<file path="config.mk">
export PLATFORM = sky130hd
export DESIGN_NAME = key_entry_buffer
export DESIGN_NICKNAME = d
export VERILOG_FILES = /design/src/rtl/key_entry_buffer.sv
export SDC_FILE = /design/constraint.sdc
export NUM_CORES = 1
export LEC_CHECK = 0
export CAP_MARGIN = 20
export CORE_AREA = 2 2 124 126
export CTS_BUF_LIST = sky130_fd_sc_hd__clkbuf_8 sky130_fd_sc_hd__clkbuf_16
export DETAILED_ROUTE_END_ITERATION = 12
export DIE_AREA = 0 0 126 128
export PLACE_DENSITY = 0.67
export SLEW_MARGIN = 20
export SYNTH_ARGS = -nofsm -noshare
export SYNTH_HDL_FRONTEND = slang
export SYNTH_SLANG_ARGS = --single-unit
</file>
<file path="constraint.sdc">
create_clock -name clk -period 3.35 [get_ports clk]
set_input_delay 0.67 -clock clk [delete_from_list [all_inputs] [get_ports clk]]
set_output_delay 0.67 -clock clk [all_outputs]
set_load 0.1 [all_outputs]
</file>
<file path="src/rtl/key_entry_buffer.sv">
// key_entry_buffer: debounces the keypad scanner's key vector, accepts one key
// per press/release cycle and maintains an 8-digit entry buffer for the display.
//
// Ports:
//   clk          system clock, rising edge
//   rst_n        asynchronous active-low reset
//   enable       1 = key actions applied, 0 = actions suppressed (press tracking continues)
//   key[15:0]    raw key levels, bit i high = key i pressed (asynchronous)
//   digits[31:0] display word, nibble 0 is the rightmost digit
//   digit_count  number of entered digits, 0..8
//   entry_value  copy of digits captured on enter
//   entry_valid  one-cycle pulse when entry_value updates
//   overflow     one-cycle pulse when a digit is rejected on a full buffer
module key_entry_buffer #(
  parameter int unsigned DEB_CYCLES = 100000,
  parameter int unsigned CNT_W      = 17,
  parameter logic [3:0]  BLANK      = 4'hF
) (
  input  logic        clk,
  input  logic        rst_n,
  input  logic        enable,
  input  logic [15:0] key,
  output logic [31:0] digits,
  output logic [3:0]  digit_count,
  output logic [31:0] entry_value,
  output logic        entry_valid,
  output logic        overflow
);

  localparam int unsigned KEY_W     = 16;
  localparam int unsigned MAX_DIG   = 8;
  localparam int unsigned KEY_BKSP  = 10;
  localparam int unsigned KEY_CLEAR = 11;
  localparam int unsigned KEY_ENTER = 12;

  localparam logic [31:0] ALL_BLANK = {8{BLANK}};

  typedef enum logic {
    IDLE,
    WAIT_RELEASE
  } state_t;

  logic [KEY_W-1:0] r_sync1;
  logic [KEY_W-1:0] r_ks;
  logic [KEY_W-1:0] r_last;
  logic [CNT_W-1:0] r_cnt;
  logic [KEY_W-1:0] r_stable;

  state_t      r_state;
  state_t      w_state_next;
  logic [31:0] r_digits;
  logic [3:0]  r_count;
  logic [31:0] r_entry_value;
  logic        r_entry_valid;
  logic        r_overflow;

  logic [31:0] w_digits_next;
  logic [3:0]  w_count_next;
  logic [31:0] w_entry_value_next;
  logic        w_entry_valid_next;
  logic        w_overflow_next;
  logic        w_onehot;
  logic [3:0]  w_idx;

  // Synchronizer, debounce counter and stable key vector
  always_ff @(posedge clk or negedge rst_n) begin
    if (!rst_n) begin
      r_sync1  <= '0;
      r_ks     <= '0;
      r_last   <= '0;
      r_cnt    <= '0;
      r_stable <= '0;
    end else begin
      r_sync1 <= key;
      r_ks    <= r_sync1;
      r_last  <= r_ks;
      if (r_ks != r_last) begin
        r_cnt <= '0;
      end else if (r_cnt != CNT_W'(DEB_CYCLES)) begin
        r_cnt <= r_cnt + CNT_W'(1);
      end
      if ((r_ks == r_last) && (r_cnt == CNT_W'(DEB_CYCLES - 1))) begin
        r_stable <= r_ks;
      end
    end
  end

  // Exactly one bit set: x nonzero and x & (x-1) clears its only bit
  assign w_onehot = (r_stable != '0) && ((r_stable & (r_stable - 16'd1)) == '0);

  // Next-state and buffer update decision
  always_comb begin
    w_state_next       = r_state;
    w_digits_next      = r_digits;
    w_count_next       = r_count;
    w_entry_value_next = r_entry_value;
    w_entry_valid_next = 1'b0;
    w_overflow_next    = 1'b0;
    w_idx              = '0;

    for (int i = 0; i < int'(KEY_W); i++) begin
      if (r_stable[i]) w_idx = 4'(i);
    end

    case (r_state)
      IDLE: begin
        if (r_stable != '0) begin
          // Any press (chord or single) arms release tracking; only a
          // single key acts, and only while enabled.
          w_state_next = WAIT_RELEASE;
          if (w_onehot && enable) begin
            if (w_idx <= 4'd9) begin
              if (r_count < 4'(MAX_DIG)) begin
                w_digits_next = {r_digits[27:0], w_idx};
                w_count_next  = r_count + 4'd1;
              end else begin
                w_overflow_next = 1'b1;
              end
            end else if (w_idx == 4'(KEY_BKSP)) begin
              if (r_count != 4'd0) begin
                w_digits_next = {BLANK, r_digits[31:4]};
                w_count_next  = r_count - 4'd1;
              end
            end else if (w_idx == 4'(KEY_CLEAR)) begin
              w_digits_next = ALL_BLANK;
              w_count_next  = 4'd0;
            end else if (w_idx == 4'(KEY_ENTER)) begin
              w_entry_value_next = r_digits;
              w_entry_valid_next = 1'b1;
              w_digits_next      = ALL_BLANK;
              w_count_next       = 4'd0;
            end
          end
        end
      end
      WAIT_RELEASE: begin
        if (r_stable == '0) w_state_next = IDLE;
      end
      default: w_state_next = IDLE;
    endcase
  end

  // State and output registers
  always_ff @(posedge clk or negedge rst_n) begin
    if (!rst_n) begin
      r_state       <= IDLE;
      r_digits      <= ALL_BLANK;
      r_count       <= '0;
      r_entry_value <= '0;
      r_entry_valid <= 1'b0;
      r_overflow    <= 1'b0;
    end else begin
      r_state       <= w_state_next;
      r_digits      <= w_digits_next;
      r_count       <= w_count_next;
      r_entry_value <= w_entry_value_next;
      r_entry_valid <= w_entry_valid_next;
      r_overflow    <= w_overflow_next;
    end
  end

  assign digits      = r_digits;
  assign digit_count = r_count;
  assign entry_value = r_entry_value;
  assign entry_valid = r_entry_valid;
  assign overflow    = r_overflow;

endmodule

</file>
Word-level counts from Yosys, hierarchy flattened
Cells that the tools add are included.
{"block": "classes", "addsub": 4, "magnitude_cmp": 2, "eq_ne": 9, "n_mux": 44, "n_bitwise": 5, "reduce_logical": 11}
{"cell": "$mux 32", "count": 6}
{"cell": "$mux 4", "count": 20}
{"cell": "$mux 17", "count": 2}
{"cell": "$logic_not 16->1", "count": 2}
{"cell": "$add 17x1->17 const B", "count": 1}
{"cell": "$eq 17x17->1 const B", "count": 1}
{"cell": "$ne 17x17->1 const B", "count": 1}
{"cell": "$and 16x16->16", "count": 1}
{"cell": "$eq 16x16->1", "count": 1}
{"cell": "$ne 16x16->1", "count": 1}
{"cell": "$reduce_bool 16->1", "count": 1}
{"cell": "$sub 16x1->16 const B", "count": 1}
{"cell": "$mux 1", "count": 15}
{"cell": "$eq 4x4->1 const B", "count": 3}
{"cell": "$reduce_bool 4->1", "count": 2}
{"cell": "$reduce_and 7->1", "count": 1}
{"cell": "$reduce_and 6->1", "count": 1}
{"cell": "$add 4x1->4 const B", "count": 1}
{"cell": "$le 4x4->1 const B", "count": 1}
{"cell": "$lt 4x4->1 const B", "count": 1}
{"cell": "$not 1->1", "count": 4}
{"cell": "$sub 4x1->4 const B", "count": 1}
{"cell": "$logic_and 1x1->1", "count": 3}
{"cell": "$ne 3x2->1 const B", "count": 1}
{"cell": "3 further kinds", "count": 3}
{"block": "totals", "regBits": 152, "inputBits": 19, "out_inout_bits": 70, "word_cells": 86}

Longest topological paths before layout
{"block": "depth", "depth_word": 23, "mapped_depth": 9, "ltp_nobuf": 7}

Worst setup path before layout
OpenSTA, ideal clock, no wires.
{"block": "synth_timing", "path_kind": "flip-flop to flip-flop", "start": "register r_stable[8]", "end": "register r_entry_value[10], in the netlist entry_value[10]", "setup_ps": 126, "t_arrival_ps": 2502, "required_ps": 3224, "setup_slack_ps": 722, "path_stages_with_launch": 9, "path_buffers": 2, "period_less_slack_ps": 2628, "path_cell_list": "dfrtp_1 -> buf_6 -> or4_4 -> o41ai_2 -> nor4b_4 -> nand4_4 -> nor2_8 -> buf_12 -> mux2_4"}
{"block": "synth_via", "elab_chain_len": 11, "elab_cells_between_ends": 22, "cone_classes": "add/sub: 1; order compare: 1; eq/ne: 3; mux: 8; bitwise: 4; reduce/logical: 5"}
{"item": "from (decl)", "line": "47", "rtl": "logic [KEY_W-1:0] r_stable;"}
{"item": "from (signal assigned)", "line": "83", "rtl": "r_stable <= r_ks;"}
{"item": "$mux 4 (8 in series)", "line": "102", "rtl": "if (r_stable[i]) w_idx = 4'(i);"}
{"item": "$le 4x4->1, or another cell as far along", "line": "112", "rtl": "if (w_idx <= 4'd9) begin"}
{"item": "$not 1->1 (no source line)"}
{"item": "$reduce_and 7->1 (no source line) *"}
{"item": "to (signal assigned)", "line": "156", "rtl": "r_entry_value <= w_entry_value_next;"}
{"item": "to (decl)", "line": "53", "rtl": "logic [31:0] r_entry_value;"}
Mark *: on every way between the ends. The rest lies on a longest branch, timed or not.
A chain may end at the register's enable or synchronous reset.

Worst setup path in the final report
{"block": "layout_timing", "start": "register r_stable[8]", "end": "register r_entry_value[0], in the netlist entry_value[0]"}
Same word-level chain as after synthesis.

==> summary.txt <==
Worst setup path
  – Critical path peak fanout: 32
  – Crit end category: flip-flop
  – Depth of the most critical reg-to-reg path: 7
  – RR Startpoint: r_stable[8]
  – Worst setup path category: flip-flop to flip-flop
  – Data required time at the worst endpoint: 3.66 ns
  – Sort of element at the start of the critical path: flip-flop
  – Critical R2R Capture: entry_value[0]
  – Worst endpoint data arrival time: 3.18 ns
  – R2r setup slk: 0.48 ns

Power and ir drop
  – Fraction of power consumed by the clock network: 0.489
  – Sequential cell fraction of total power: 0.490
  – Sw power: 812 uW
  – Switching part of the total power: 0.211
  – PwrDens: 478 mW/mm2
  – Internal power: 3030 uW
  – Leakage component of the power: 0.00377 uW
  – Overall power: 3840 uW
  – Maximum vdd ir drop: 364 uV
  – Part of the total power dissipated in combinational logic: 0.020

Yosys
  – Cells taking the most area after synthesis: sky130_fd_sc_hd__dfrtp_1 46%, sky130_fd_sc_hd__dfstp_2 13%, sky130_fd_sc_hd__mux2_4 6.9%, sky130_fd_sc_hd__mux2i_1 4.0%, sky130_fd_sc_hd__xor2_1 3.3%
  – Sequential element share of the synthesized area: 0.586
  – Cell area after technology mapping: 0.00656 mm2
  – Syn Inst Count: 501
  – Cell taking the most area after synthesis: sky130_fd_sc_hd__dfrtp_1
  – Number of flops mapped to enable cells by yosys: 0
  – Top FF cell, synth: sky130_fd_sc_hd__dfrtp_1
  – Proportion of register bits with asynchronous set or reset after synthesis: 1.00
  – Mean instance size in the synthesized netlist: 13.1 um2
  – Synthesis Warnings: 0
  – Net count after synthesis: 524
  – Unique cell type count in the Yosys netlist: 60
  – Flops & latches, synth: 152
  – Fraction of synthesized cell area taken by the top area cell type: 0.458

STA
  – Headroom to the max-slew limit: 0.456
  – Final setup violation count: 0
  – Clk_skew: 0.00810 ns
  – Achievable clock frequency: 0.348 GHz
  – TNS Setup: 0 ns
  – Minimum clock period after layout: 2.87 ns
  – Fin. max-slew vios: 0
  – Setup repair after global routing missed its margin: no
  – Final worst path period share: 0.858
  – Slew at the pin with the worst max-slew slack: 0.817 ns
  – Fin. Hold Viols: 0

CTS
  – Clock-pin slew of the registers on the worst-case setup and hold paths: 0.06 ns
  – CTS tree: yes
  – H-tree Lvls: 4
  – TritonCTS sink count: 152
  – Post-CTS Resized: 0
  – Setup bufs post-CTS: 0
  – TritonCTS Buffers: 17
  – Hold buffer count at cts: 0
  – Root Buffer Master: sky130_fd_sc_hd__clkbuf_16
  – Deepest clock path buffer count: 2
  – Worst-skew pair later-pin latency: 0.43 ns

Placement
  – HPWL after detailed placement: 9.04 mm
  – Port buffer count: 88
  – Routability cong.: 0.862

Cells and area
  – Area growth from synthesis to layout: 22.5%
  – Final net count: 618
  – Fill cells: 1,252
  – Layout cell share with drive strength beyond 1: 0.326
  – Antenna cell count: 0

Route
  – Number of vias after detailed routing: 4,233
  – Drt first pass iters: 4
  – Violation count after the first detailed-route iteration: 220
  – Post-route ant nets: 0
  – Routed wirelength normalized by instance count: 17.0 um
  – DRC viols: 0
  – Wire length reported by the detailed router: 13.5 mm
  – Via-to-Cell Ratio: 5.32

GRT
  – Number of antenna violations at the first check in global routing: 0
  – Residual overflow from global routing: 0
  – Overall Global Routing Usage: 0.175
  – Via count of the first global-routing pass: 4,142
  – First-pass GRT wire length: 22.3 mm
  – Pin count of the biggest net entering global routing: 90

Floorplan
  – Initial standard-cell utilization of the core: 0.441
  – Overall die area: 0.0161 mm2
  – # rows: 45
  – Count of boundary I/O pins: 89
  – Floorplan die width: 126 um
  – Core Box Area: 0.0149 mm2
  – Die span in y: 128 um

Job
  – Max-capacitance violation count: 0

Worst hold path
  – Worst hold-check path type: input port to asynchronous set/reset pin

Run status
  – Outcome: completed
how the worst max path moves through the flow:
stage	slack, ns	cells after the start	startpoint	end
finish	0.48	7	r_stable[8]	entry_value[0]
global route	0.34	7	r_stable[8]	digits[14]
CTS	0.46	7	r_stable[8]	entry_value[31]
detailed placement	0.47	7	r_stable[8]	entry_value[31]
global placement	0.54	7	r_stable[8]	entry_value[0]
floorplan	0.72	8	r_stable[8]	entry_value[10]
synth_stat cells, drive strengths merged, types with 2 or more instances:
master and number:
o31ai 4, or3 4, buf 13, o41ai 2, clkbuf 11, o21a 2
or4 6, o31a 2, xor2 25, inv 34, o22ai 27, nor4b 2
nand2b 2, xnor2 3, ha 4, o211ai 3, dfrtp 120, or2 3
and3 2, o32ai 2, nor2 25, nand4 5, o21ai 16, mux2i 26
dfstp 32, nand3 8, mux2 50, nor4 11, o311ai 2, nand2 19
nor3 10, a21oi 8, o22a 4
registers in the layout, summed over array words and instances, names as in the netlist:
name         cells
digit_count      4
digits          32
entry_valid      1
entry_value     32
overflow         1
r_cnt           17
r_ks            16
r_last          16
r_stable        16
r_state          1
r_sync1         16
cells by family (layout without fill, tap and decap cells):
logic type | after synthesis | in the layout | synth area share
xor gates and xnor gates | 28 | 28 | 0.0374
AOI/OAI and AO/OA | 80 | 80 | 0.0866
DFF | 152 | 152 | 0.586
and+or+nand+nor | 103 | 103 | 0.0931
buffers and inverters | 58 | 165 | 0.0464
adders and majority gates | 4 | 4 | 0.00763
muxes | 76 | 76 | 0.143
power by group through the flow:
stage	Clock [uW]	Sequential, uW	Combinational, uW
floorplan	0	1910	15.9
global placement	0	1910	78.3
detailed placement	0	1920	81.0
CTS	1910	1880	81.4
global route	2000	1890	88.5
finish	1880	1880	77.5
per-stage QoR:
stage | cell area [um2] | hold slack [ns] | util | setup WS (ns) | std cells
CTS | 8030 | 0.345 | 0.540 | 0.465 | 796
global route | 8030 | 0.353 | 0.540 | 0.336 | 796
floorplan | 6560 | 0.331 | - | 0.722 | 501
finish | 8030 | 0.312 | 0.540 | 0.476 | 796
global placement | 7450 | 0.334 | 0.501 | 0.538 | 764
detailed placement | 7450 | 0.335 | 0.501 | 0.470 | 764
cell type report:
class,count,area [um2],area share
clock buffers,19,453,0.0564
clock inverters,13,131,0.0164
inverters,34,128,0.0159
multi-input cells,291,2420,0.301
flip-flops and latches,152,3840,0.478
well taps,188,235,0.0293
repair buffers,99,827,0.103
routing by layer:
metal / up-vias / share of wire / GRT usage / routed length, um
met5: - / 0 / 0 / 0
met4: 0 / 0.016 / 0.0685 / 220
met3: 17 / 0.047 / 0.0480 / 631
met2: 93 / 0.46 / 0.262 / 6280
met1: 2141 / 0.47 / 0.245 / 6410
li1: 1982 / - / - / -
worst max-delay path, cell delays in order, from the launching register on:
cell and delay, ns:
sky130_fd_sc_hd__dfrtp_1 0.49, sky130_fd_sc_hd__or4_4 0.58, sky130_fd_sc_hd__o41ai_2 0.36, sky130_fd_sc_hd__nor4b_4 0.31
sky130_fd_sc_hd__nand4_4 0.24, sky130_fd_sc_hd__nor2_8 0.15, sky130_fd_sc_hd__buf_12 0.25, sky130_fd_sc_hd__mux2_1 0.35
cell usage in the layout, fill, tap and decap left out, types with 19 or more instances in the layout:
cell / netlist / final
sky130_fd_sc_hd__dfrtp_1: 120 / 120
sky130_fd_sc_hd__buf_4: 0 / 78
sky130_fd_sc_hd__nor2_1: 23 / 23
sky130_fd_sc_hd__xor2_1: 25 / 25
sky130_fd_sc_hd__mux2i_1: 26 / 26
sky130_fd_sc_hd__dfstp_2: 32 / 32
sky130_fd_sc_hd__mux2_4: 30 / 30
sky130_fd_sc_hd__inv_1: 34 / 37
sky130_fd_sc_hd__nand2_1: 19 / 19
sky130_fd_sc_hd__o22ai_1: 27 / 27
Power figures use the tool's default switching activity.
